==> src/rtl/cam_pkg.sv <==
// Shared definitions for the camera capture path: input formats, verdict codes,
// overlay colours, colour-class thresholds, FSM states and the RGB332 packer.
package cam_pkg;

  localparam int FMT_RGB565 = 0;
  localparam int FMT_RGB444 = 1;

  typedef enum logic [1:0] {
    RES_NONE = 2'b00,
    RES_RED  = 2'b01,
    RES_BLUE = 2'b10
  } cam_result_e;

  localparam logic [7:0] OVL_RED  = 8'hE0;
  localparam logic [7:0] OVL_BLUE = 8'h03;
  localparam logic [7:0] OVL_NONE = 8'h00;
  localparam logic [7:0] OVL_MARK = 8'h1C;

  // Colour-class thresholds on RGB332 fields
  localparam logic [2:0] RED_R_MIN  = 3'd4;
  localparam logic [2:0] RED_G_MAX  = 3'd1;
  localparam logic [1:0] RED_B_MAX  = 2'd1;
  localparam logic [1:0] BLUE_B_MIN = 2'd2;
  localparam logic [2:0] BLUE_R_MAX = 3'd1;
  localparam logic [2:0] BLUE_G_MAX = 3'd2;

  // State name = byte expected on the next HREF-high sample
  typedef enum logic [1:0] {
    ST_IDLE,
    ST_WAIT_LINE,
    ST_BYTE0,
    ST_BYTE1
  } cam_state_e;

  function automatic logic [7:0] to_rgb332(input int fmt, input logic [7:0] b0,
                                           input logic [7:0] b1);
    if (fmt == FMT_RGB444) return {b0[3:1], b1[7:5], b1[3:2]};
    return {b0[7:5], b0[2:0], b1[4:3]};
  endfunction

endpackage

==> src/rtl/cam_pixel_classify.sv <==
// Combinational RGB332 colour classifier (red / blue / neither).
module cam_pixel_classify
  import cam_pkg::*;
(
  input  logic [7:0] pixel,
  output logic       is_red,
  output logic       is_blue
);

  logic [2:0] r;
  logic [2:0] g;
  logic [1:0] b;

  assign {r, g, b} = pixel;

  assign is_red  = (r >= RED_R_MIN) && (g <= RED_G_MAX) && (b <= RED_B_MAX);
  assign is_blue = (b >= BLUE_B_MIN) && (r <= BLUE_R_MAX) && (g <= BLUE_G_MAX);

endmodule

==> src/rtl/cam_frame_capture.sv <==
// Camera byte-bus capture: assembles two-byte pixels into RGB332, drives a
// frame-buffer write port and reports a per-frame red/blue verdict.
// Optional macro CAM_OVERLAY_EN replaces PIXEL_COLOR with class colours.
module cam_frame_capture
  import cam_pkg::*;
#(
  parameter int FMT       = 0,
  parameter int MAX_X     = 176,
  parameter int MAX_Y     = 144,
  parameter int COORD_W   = 10,
  parameter int SAMPLE_Y0 = 72,
  parameter int SAMPLE_Y1 = 73,
  parameter int THRESH    = 100,
  parameter int CNT_W     = 12
) (
  input  logic               PCLK,
  input  logic               RESET,
  input  logic [7:0]         D,
  input  logic               VSYNC,
  input  logic               HREF,
  output logic [7:0]         PIXEL_COLOR,
  output logic               W_EN,
  output logic [COORD_W-1:0] X,
  output logic [COORD_W-1:0] Y,
  output logic [1:0]         COLOR_RESULT,
  output logic               RESULT_VALID,
  output logic               LINE_ERR
);

  localparam logic [COORD_W-1:0] MAX_X_C  = COORD_W'(MAX_X);
  localparam logic [COORD_W-1:0] MAX_Y_C  = COORD_W'(MAX_Y);
  localparam logic [COORD_W-1:0] WIN_Y0_C = COORD_W'(SAMPLE_Y0);
  localparam logic [COORD_W-1:0] WIN_Y1_C = COORD_W'(SAMPLE_Y1);
  localparam logic [CNT_W-1:0]   THRESH_C = CNT_W'(THRESH);

  cam_state_e       state, state_next;
  logic             last_vsync, last_href;
  logic             vsync_rise, href_fall;
  logic             latch_b0, assemble, drop_half, frame_start, frame_end, line_end;
  logic             pix_done;
  logic [7:0]       byte0;
  logic [7:0]       pix_asm, pix_out;
  logic             is_red, is_blue, in_window;
  logic [CNT_W-1:0] red_cnt, blue_cnt;
  cam_result_e      verdict;

  assign vsync_rise = VSYNC & ~last_vsync;
  assign href_fall  = ~HREF & last_href;
  assign line_end   = href_fall && (state != ST_IDLE) && !vsync_rise;
  assign pix_asm    = to_rgb332(FMT, byte0, D);
  assign in_window  = (Y >= WIN_Y0_C) && (Y <= WIN_Y1_C);

  cam_pixel_classify u_classify (
    .pixel   (pix_asm),
    .is_red  (is_red),
    .is_blue (is_blue)
  );

`ifdef CAM_OVERLAY_EN
  // Overlay colour: class colour, or green marker for matches in the window
  always_comb begin
    pix_out = OVL_NONE;
    if ((is_red || is_blue) && in_window) pix_out = OVL_MARK;
    else if (is_red)                      pix_out = OVL_RED;
    else if (is_blue)                     pix_out = OVL_BLUE;
  end
`else
  assign pix_out = pix_asm;
`endif

  // Frame verdict from the accumulated class counts
  always_comb begin
    verdict = RES_NONE;
    if ((red_cnt > THRESH_C) && (red_cnt >= blue_cnt)) verdict = RES_RED;
    else if (blue_cnt > THRESH_C)                      verdict = RES_BLUE;
  end

  // FSM state register
  always_ff @(posedge PCLK) begin
    if (RESET) state <= ST_IDLE;
    else       state <= state_next;
  end

  // Next-state and per-cycle control decode; VSYNC rise overrides line activity
  always_comb begin
    state_next  = state;
    latch_b0    = 1'b0;
    assemble    = 1'b0;
    drop_half   = 1'b0;
    frame_start = 1'b0;
    frame_end   = 1'b0;
    if (vsync_rise) begin
      state_next  = ST_WAIT_LINE;
      frame_start = 1'b1;
      frame_end   = (state != ST_IDLE);
    end else begin
      case (state)
        ST_IDLE: state_next = ST_IDLE;
        ST_WAIT_LINE, ST_BYTE0: begin
          if (HREF) begin
            latch_b0   = 1'b1;
            state_next = ST_BYTE1;
          end else begin
            state_next = ST_WAIT_LINE;
          end
        end
        ST_BYTE1: begin
          if (HREF) begin
            assemble   = 1'b1;
            state_next = ST_BYTE0;
          end else begin
            drop_half  = 1'b1;
            state_next = ST_WAIT_LINE;
          end
        end
        default: state_next = ST_IDLE;
      endcase
    end
  end

  // Datapath: edge registers, write port, coordinates, line error, verdict
  always_ff @(posedge PCLK) begin
    if (RESET) begin
      last_vsync   <= 1'b0;
      last_href    <= 1'b0;
      byte0        <= '0;
      PIXEL_COLOR  <= '0;
      W_EN         <= 1'b0;
      pix_done     <= 1'b0;
      X            <= '0;
      Y            <= '0;
      LINE_ERR     <= 1'b0;
      COLOR_RESULT <= RES_NONE;
      RESULT_VALID <= 1'b0;
    end else begin
      last_vsync   <= VSYNC;
      last_href    <= HREF;
      W_EN         <= 1'b0;
      pix_done     <= 1'b0;
      RESULT_VALID <= 1'b0;
      if (latch_b0) byte0 <= D;
      if (assemble) begin
        PIXEL_COLOR <= pix_out;
        W_EN        <= (X < MAX_X_C) && (Y < MAX_Y_C);
        pix_done    <= 1'b1;
      end
      // X advances the cycle after the strobe; line/frame boundaries win over that
      if (frame_start) begin
        X        <= '0;
        Y        <= '0;
        LINE_ERR <= 1'b0;
      end else if (line_end) begin
        X <= '0;
        if (Y < MAX_Y_C) Y <= Y + 1'b1;
        if (drop_half) LINE_ERR <= 1'b1;
      end else if (pix_done && (X < MAX_X_C)) begin
        X <= X + 1'b1;
      end
      if (frame_end) begin
        COLOR_RESULT <= verdict;
        RESULT_VALID <= 1'b1;
      end
    end
  end

  // Saturating class counters over the window rows, cleared at frame end
  always_ff @(posedge PCLK) begin
    if (RESET || frame_end) begin
      red_cnt  <= '0;
      blue_cnt <= '0;
    end else if (assemble && in_window) begin
      if (is_red && (red_cnt != '1))   red_cnt  <= red_cnt + 1'b1;
      if (is_blue && (blue_cnt != '1)) blue_cnt <= blue_cnt + 1'b1;
    end
  end

endmodule
==> config.mk <==
export PLATFORM = sky130hd
export DESIGN_NAME = cam_frame_capture
export DESIGN_NICKNAME = d
export VERILOG_FILES = /design/src/rtl/cam_pkg.sv /design/src/rtl/cam_pixel_classify.sv /design/src/rtl/cam_frame_capture.sv
export SDC_FILE = /design/constraint.sdc
export NUM_CORES = 1
export LEC_CHECK = 0
export CAP_MARGIN = 20
export CORE_AREA = 2 2 86 88
export CTS_BUF_LIST = sky130_fd_sc_hd__clkbuf_4
export DETAILED_ROUTE_END_ITERATION = 8
export DIE_AREA = 0 0 88 90
export PLACE_DENSITY_LB_ADDON = 0.2
export SYNTH_ARGS = -nofsm -noshare
export SYNTH_HDL_FRONTEND = slang
export SYNTH_SLANG_ARGS = --single-unit
==> constraint.sdc <==
create_clock -name PCLK -period 2.37 [get_ports PCLK]
set_input_delay 0.474 -clock PCLK [delete_from_list [all_inputs] [get_ports PCLK]]
set_output_delay 0.474 -clock PCLK [all_outputs]
set_load 0.05 [all_outputs]
# After elaboration in Yosys (flattened, before gate mapping)
# Index checks and enable logic that the tools add are counted.
# totals
register_bits,70
in_bits,12
output_inout_bits,33
wordCells,86
# classes
n_addsub,4
n_lt_le_gt_ge,13
n_eq_ne,5
mux,18
bitwise,5
reduce_logical,26
# op_table
cell,n
adder 12 x 1 -> 12 bit (second input constant),2
greater-than comparator 12 x 7 -> 1 bit (second input constant),2
inequality test 12 bit (second input constant),2
adder 10 x 1 -> 10 bit (second input constant),2
< comparator 10 x 8 -> 1 bit (second input constant),2
logical AND 1 bit,13
two-way mux 1 bit,13
>= comparator 12 bit,1
>= comparator 10 x 7 -> 1 bit (second input constant),1
less-or-equal comparator 10 x 7 -> 1 bit (second input constant),1
two-way mux 2 bit,4
AND reduction 2 bit,4
OR reduction 2 bit,4
less-or-equal comparator 3 x 1 -> 1 bit (second input constant),2
case mux 2 bit (3 select lines),1
equality test 2 bit (second input constant),2
>= comparator 3 bit (second input constant),1
less-or-equal comparator 3 x 2 -> 1 bit (second input constant),1
NOT 1 bit,3
OR reduction 3 bit,1
AND 1 bit,2
equality test 2 x 1 -> 1 bit (second input constant),1
>= comparator 2 bit (second input constant),1
less-or-equal comparator 2 x 1 -> 1 bit (second input constant),1
other kinds (4),4

# Longest topological paths before layout
# depth
depth_word,5
depth_mapped,9
ltp_nobuf,7

# Hierarchy
# From an unflattened synthesis, not the netlist that was laid out.
# unflattened
cells_unflattened,382
hier_area_um2,3298.2
# modules_own_cells
module,instances,cells_each,area_per_inst_um2,seq_area_each_um2
cam_frame_capture,1,379,3274.4,1361.3
cam_pixel_classify,1,3,23.8,0.0

# Least setup slack after synthesis
# OpenSTA, ideal clock, no wires.
# synth_path
path_kind,reg2reg
from,register Y[0]
to,register red_cnt[2]
setup_time_ns,0.070
t_arrival_ns,2.240
t_required_ns,2.300
path_slack_ns,0.060
stages_incl_launch_ff,8
n_path_buf,1
period_less_slack_ns,2.310
path_cell_list,dfxtp_1 -> ha_1 -> or2_2 -> nand4_1 -> or3_4 -> buf_6 -> or4_1 -> a21oi_1
# synth_between
elab_chain_len,4
word_cells_on_any_way,5
cone_classes,2 x order compare; 3 x reduce/logical
# synth_lines
element,line_no,text
"start, declared",cam_frame_capture.sv:24,"output logic [COORD_W-1:0] Y,"
"start signal, assigned",cam_frame_capture.sv:154,if (Y < MAX_Y_C) Y <= Y + 1'b1;
>= comparator 10 x 7 -> 1 bit or less-or-equal comparator 10 x 7 -> 1 bit (tied branches),cam_frame_capture.sv:51,assign in_window = (Y >= WIN_Y0_C) && (Y <= WIN_Y1_C);
logical AND 1 bit (*),cam_frame_capture.sv:51,
logical AND 1 bit (*),cam_frame_capture.sv:171,end else if (assemble && in_window) begin
AND reduction 2 bit (no line) (*),-,
"end signal, assigned",cam_frame_capture.sv:172,if (is_red && (red_cnt != '1)) red_cnt <= red_cnt + 1'b1;
"end, declared",cam_frame_capture.sv:44,"logic [CNT_W-1:0] red_cnt, blue_cnt;"
# Every way passes the cells marked *; elsewhere a longest branch is shown, timed or not.
# A chain may end at the register's enable or synchronous reset.

# Worst setup path after layout
# layout_path
from,register Y[3]
to,output Y[3]
# No word-level cell between the ends.

==> flow_summary.html <==
<table>
<tr><th>Metric</th><th>Value</th></tr>
<tr><th colspan="2">Outcome</th></tr>
<tr><td>Outcome</td><td>finished clean</td></tr>
<tr><th colspan="2">Detailed routing</th></tr>
<tr><td>Via density per instance</td><td>5.49</td></tr>
<tr><td>Remaining antenna violation count after routing</td><td>0</td></tr>
<tr><td>Drt first pass iters</td><td>4</td></tr>
<tr><td>Routed wire length</td><td>7.78 mm</td></tr>
<tr><td>Average wire length per cell after detail routing</td><td>13.7 um</td></tr>
<tr><td>Starting DRC count in detailed routing</td><td>120</td></tr>
<tr><td>Via count of the routed design</td><td>3115</td></tr>
<tr><td>DRC Markers</td><td>0</td></tr>
<tr><th colspan="2">Run</th></tr>
<tr><td>Max capacitance violation total</td><td>0</td></tr>
<tr><th colspan="2">Worst setup path</th></tr>
<tr><td>Reg2reg setup slack</td><td>0.21 ns</td></tr>
<tr><td>Reg2reg end</td><td>red_cnt[7]$_SDFFE_PP0P_</td></tr>
<tr><td>Cells traversed along the worst timing path</td><td>clkdlybuf4s50_1</td></tr>
<tr><td>Critical path class</td><td>reg2out</td></tr>
<tr><td>Worst path slowest cell</td><td>clkdlybuf4s50_1</td></tr>
<tr><td>Worst path arrival time</td><td>1.78 ns</td></tr>
<tr><td>Required @ worst endpoint</td><td>1.90 ns</td></tr>
<tr><td>Maximum fanout along the worst path</td><td>7</td></tr>
<tr><td>Stage delay of the slowest cell on the critical path</td><td>0.86 ns</td></tr>
<tr><td>Dominant delay contributor by cell family on the critical path</td><td>buffers and inverters</td></tr>
<tr><td>Depth of the most critical reg-to-reg path</td><td>5</td></tr>
<tr><td>Number of gates on the worst path with buffers counted</td><td>1</td></tr>
<tr><td>Crit end category</td><td>primary output</td></tr>
<tr><td>Combined buffer and inverter count along the critical path</td><td>1</td></tr>
<tr><td>Startpoint of the worst-slack reg-to-reg timing path</td><td>Y[4]$_SDFFE_PP0P_</td></tr>
<tr><td>Crit start category</td><td>flip-flop</td></tr>
<tr><th colspan="2">Global routing</th></tr>
<tr><td>Met1 GRT Util</td><td>27.4%</td></tr>
<tr><td>Met2 global-route usage</td><td>32.0%</td></tr>
<tr><td>Via count of the first global-routing pass</td><td>2970</td></tr>
<tr><td>Global-route wire length before repair</td><td>13.3 mm</td></tr>
<tr><td>Initial antenna violation count</td><td>0</td></tr>
<tr><td>All-layer global routing usage</td><td>20.9%</td></tr>
<tr><td>Peak-usage layer in the global routing report</td><td>met2</td></tr>
<tr><td>Grt total ovfl</td><td>0</td></tr>
<tr><td>Global routing met3 resource utilization</td><td>5.97%</td></tr>
<tr><td>Maximum number of pins on one net before global-route repair</td><td>22</td></tr>
<tr><th colspan="2">Die</th></tr>
<tr><td>Die height</td><td>90 um</td></tr>
<tr><td>Die width</td><td>88 um</td></tr>
<tr><td>Num rows</td><td>31</td></tr>
<tr><td>Core region area</td><td>7020 um^2</td></tr>
<tr><td>Initial cell density of the core</td><td>48.3%</td></tr>
<tr><td>Full die area</td><td>7920 um^2</td></tr>
<tr><td>I/O pin count</td><td>45</td></tr>
<tr><th colspan="2">Placement</th></tr>
<tr><td>Post-DP HPWL</td><td>5.70 mm</td></tr>
<tr><td>Number of buffers added on ports</td><td>44</td></tr>
<tr><td>Placer Congestion</td><td>0.874</td></tr>
<tr><td>Instance count after placement with tap cells included</td><td>551</td></tr>
<tr><td>Setup WS pre-CTS</td><td>-0.0619 ns</td></tr>
<tr><th colspan="2">Synth</th></tr>
<tr><td>Yosys top cell by area</td><td>dfxtp_1</td></tr>
<tr><td>Synth cell types</td><td>46</td></tr>
<tr><td>Dominant register cell in the synthesized netlist</td><td>dfxtp_1</td></tr>
<tr><td>Post-synth EDFFs</td><td>0</td></tr>
<tr><td>Synthesized net count</td><td>444</td></tr>
<tr><td>Area share of the largest cell type after synthesis</td><td>40.1%</td></tr>
<tr><td>Share of flip-flops with an asynchronous set or reset</td><td>0%</td></tr>
<tr><td>Post-synthesis sequential element count</td><td>68</td></tr>
<tr><td>Post-Syn Area</td><td>3390 um^2</td></tr>
<tr><td>Leading cell type by number of instances after synthesis</td><td>dfxtp_1</td></tr>
<tr><td>Seq/Total Area, Yosys</td><td>40.1%</td></tr>
<tr><td>Ranking of synthesized cells by area</td><td>dfxtp_1 40%, ha_1 8.5%, a21oi_1 6.2%, nand2_1 4.9%, nor2_1 3.3%</td></tr>
<tr><td>Synthesized instance count</td><td>409</td></tr>
<tr><td>Leading cell types by count after synthesis</td><td>68 x dfxtp_1, 44 x nand2_1, 42 x a21oi_1</td></tr>
<tr><td>Yosys warning count</td><td>0</td></tr>
<tr><td>Syn Area/Cell</td><td>8.29 um^2</td></tr>
<tr><th colspan="2">Cells and area</th></tr>
<tr><td>Final-stage net count</td><td>498</td></tr>
<tr><td>Proportion of layout cells with a drive suffix above 1</td><td>8.12%</td></tr>
<tr><td>Count of placed standard cells in the final layout, fillers left out</td><td>567</td></tr>
<tr><td>Area grow syn2layout</td><td>23.3%</td></tr>
<tr><td>Ant diodes</td><td>0</td></tr>
<tr><td>Post-Route Utilization</td><td>59.5%</td></tr>
<tr><th colspan="2">Power</th></tr>
<tr><td>Register share of total power</td><td>52.0%</td></tr>
<tr><td>Switching share of power</td><td>21.8%</td></tr>
<tr><td>Reported net switching power</td><td>0.483 mW</td></tr>
<tr><td>Pwr Density</td><td>530 nW/um^2</td></tr>
<tr><td>Relative contribution of the clock network to total power</td><td>44.3%</td></tr>
<tr><td>Combinational share of power</td><td>3.7%</td></tr>
<tr><td>Peak supply drop</td><td>0.338 mV</td></tr>
<tr><td>Pleak</td><td>1.46 nW</td></tr>
<tr><td>Power Internal</td><td>1.73 mW</td></tr>
<tr><td>Total power consumption of the routed design</td><td>2.22 mW</td></tr>
<tr><th colspan="2">Clock network</th></tr>
<tr><td>Hold-fix buffers at CTS</td><td>0</td></tr>
<tr><td>Deepest clock path buffer count</td><td>2</td></tr>
<tr><td>Clock slew seen by the registers of the worst setup and hold paths</td><td>0.12 ns</td></tr>
<tr><td>Number of levels in the clock H-tree</td><td>3</td></tr>
<tr><td>Clock tree from TritonCTS</td><td>done</td></tr>
<tr><td>Count of cells resized by post-cts repair</td><td>0</td></tr>
<tr><td>Number of buffers added for setup after CTS</td><td>0</td></tr>
<tr><td>Number of sinks on the clock net</td><td>68</td></tr>
<tr><td>Clock Tree Root</td><td>clkbuf_4</td></tr>
<tr><td>Total clock buffers created by CTS</td><td>9</td></tr>
<tr><td>Worst-skew pair later-pin latency</td><td>0.42 ns</td></tr>
<tr><th colspan="2">STA</th></tr>
<tr><td>RSZ-0062 raised after global routing</td><td>no</td></tr>
<tr><td>Clock tree skew after final layout</td><td>0.0134 ns</td></tr>
<tr><td>Final setup violation count</td><td>0</td></tr>
<tr><td>Number of endpoints with negative hold slack in the final report</td><td>0</td></tr>
<tr><td>Worst max-slew margin expressed relative to the limit</td><td>64.8%</td></tr>
<tr><td>Max Clock Freq</td><td>443 MHz</td></tr>
<tr><td>Post-route fraction of the period consumed by the critical path</td><td>95.3%</td></tr>
<tr><td>Min Clock Period, post-route</td><td>2.26 ns</td></tr>
<tr><td>Slew Viols, Final</td><td>0</td></tr>
<tr><td>Post-route worst setup slack</td><td>0.112 ns</td></tr>
<tr><td>Worst Max-Slew Pin Slew</td><td>0.527 ns</td></tr>
<tr><th colspan="2">Worst hold path</th></tr>
<tr><td>Min-Delay Path Depth</td><td>2</td></tr>
<tr><td>Hold Crit Endpoint</td><td>PIXEL_COLOR[5]$_SDFFE_PP0P_</td></tr>
<tr><td>Min-delay src</td><td>byte0[5]$_SDFFE_PP0P_</td></tr>
<tr><td>Class of the worst hold path</td><td>reg2reg</td></tr>
</table>
==> cell usage in the layout (no fill, tap or decap), types with 2 or more instances in the layout <==
cell type / Yosys / routed
o311ai_0: 2 / 2
dfxtp_1: 68 / 68
a21oi_1: 42 / 42
clkinv_4: 0 / 2
clkbuf_4: 0 / 10
nand4_1: 12 / 12
bufinv_16: 0 / 3
nand3_1: 22 / 22
nor4_1: 3 / 3
o211ai_1: 2 / 2
clkdlybuf4s50_1: 0 / 44
nand2b_1: 4 / 4
and2_1: 6 / 6
nor2b_1: 4 / 4
nor3_1: 15 / 15
nor2_1: 30 / 30
or3_1: 9 / 9
or4_1: 11 / 11
and3_1: 7 / 7
a31oi_1: 3 / 3
o41ai_1: 2 / 2
xor2_1: 2 / 2
inv_1: 21 / 21
mux2i_1: 6 / 6
o31ai_1: 8 / 8
or2_2: 2 / 2
and4_1: 5 / 5
buf_4: 0 / 14
xnor2_1: 7 / 7
nand2_1: 44 / 44
ha_1: 23 / 23
o21ai_0: 18 / 18
a211oi_1: 2 / 2
==> cell families (layout without fill, tap and decap cells) <==
group | count (synthesis) | after routing | synth area share, %
AO/OA/AOI/OAI | 84 | 84 | 14.3
buffers and inverters | 36 | 95 | 4.32
flip-flops | 68 | 68 | 40.1
XOR/XNOR | 9 | 9 | 2.32
AND/OR/NAND/NOR | 183 | 183 | 28.6
adder cells (fa/ha/maj) | 23 | 23 | 8.49
multiplexers | 6 | 6 | 1.77
==> flip-flops by register name, summed over array words and instances (netlist names) <==
signal and flops:
blue_cnt 12, LINE_ERR 1, last_href 1, state 2
byte0 6, X 10, red_cnt 12, W_EN 1
last_vsync 1, Y 10, PIXEL_COLOR 8, pix_done 1
RESULT_VALID 1, COLOR_RESULT 2
==> through the flow <==
step	hold slack [ns]	setup TNS, ns	instance area [um^2]
finish	0.459	0	4180
global route	0.486	0	4180
CTS	0.456	0	4180
detailed placement	0.447	-0.280	3990
global placement	0.445	-0.0340	3990
floorplan	0.431	0	3390
==> per-layer routing <==
layer  routed length, um  share of wire [%]
met5                   0                  0
met4                 155                2.0
met3                 385                4.9
met2                3600                 46
met1                3640                 47
==> how the worst max path moves through the flow <==
stage	to	from
floorplan	red_cnt[2]$_SDFFE_PP0P_	Y[0]$_SDFFE_PP0P_
global placement	blue_cnt[8]$_SDFFE_PP0P_	D[4]
detailed placement	blue_cnt[4]$_SDFFE_PP0P_	D[4]
CTS	Y[3]	Y[3]$_SDFFE_PP0P_
global route	Y[0]	Y[0]$_SDFFE_PP0P_
finish	Y[3]	Y[3]$_SDFFE_PP0P_
==> layout make-up <==
class | instances | area [um^2]
repair buffers | 58 | 546
well taps | 99 | 124
multi-input cells | 305 | 1880
flip-flops and latches | 68 | 1360
inverters | 21 | 78.8
clock inverters | 6 | 113
fillers | 640 | 2840
clock buffers | 10 | 75.1
==> power by group through the flow <==
| stage | Clock (mW) | Sequential, mW | Combinational [mW] |
|---|---|---|---|
| after global placement | 0 | 1.18 | 0.0811 |
| after detailed placement | 0 | 1.18 | 0.0823 |
| after floorplan | 0 | 1.18 | 0.0418 |
| after global routing | 1.05 | 1.15 | 0.0902 |
| final | 0.981 | 1.15 | 0.0827 |
| after CTS | 1.00 | 1.15 | 0.0826 |
Power figures use the tool's default switching activity.
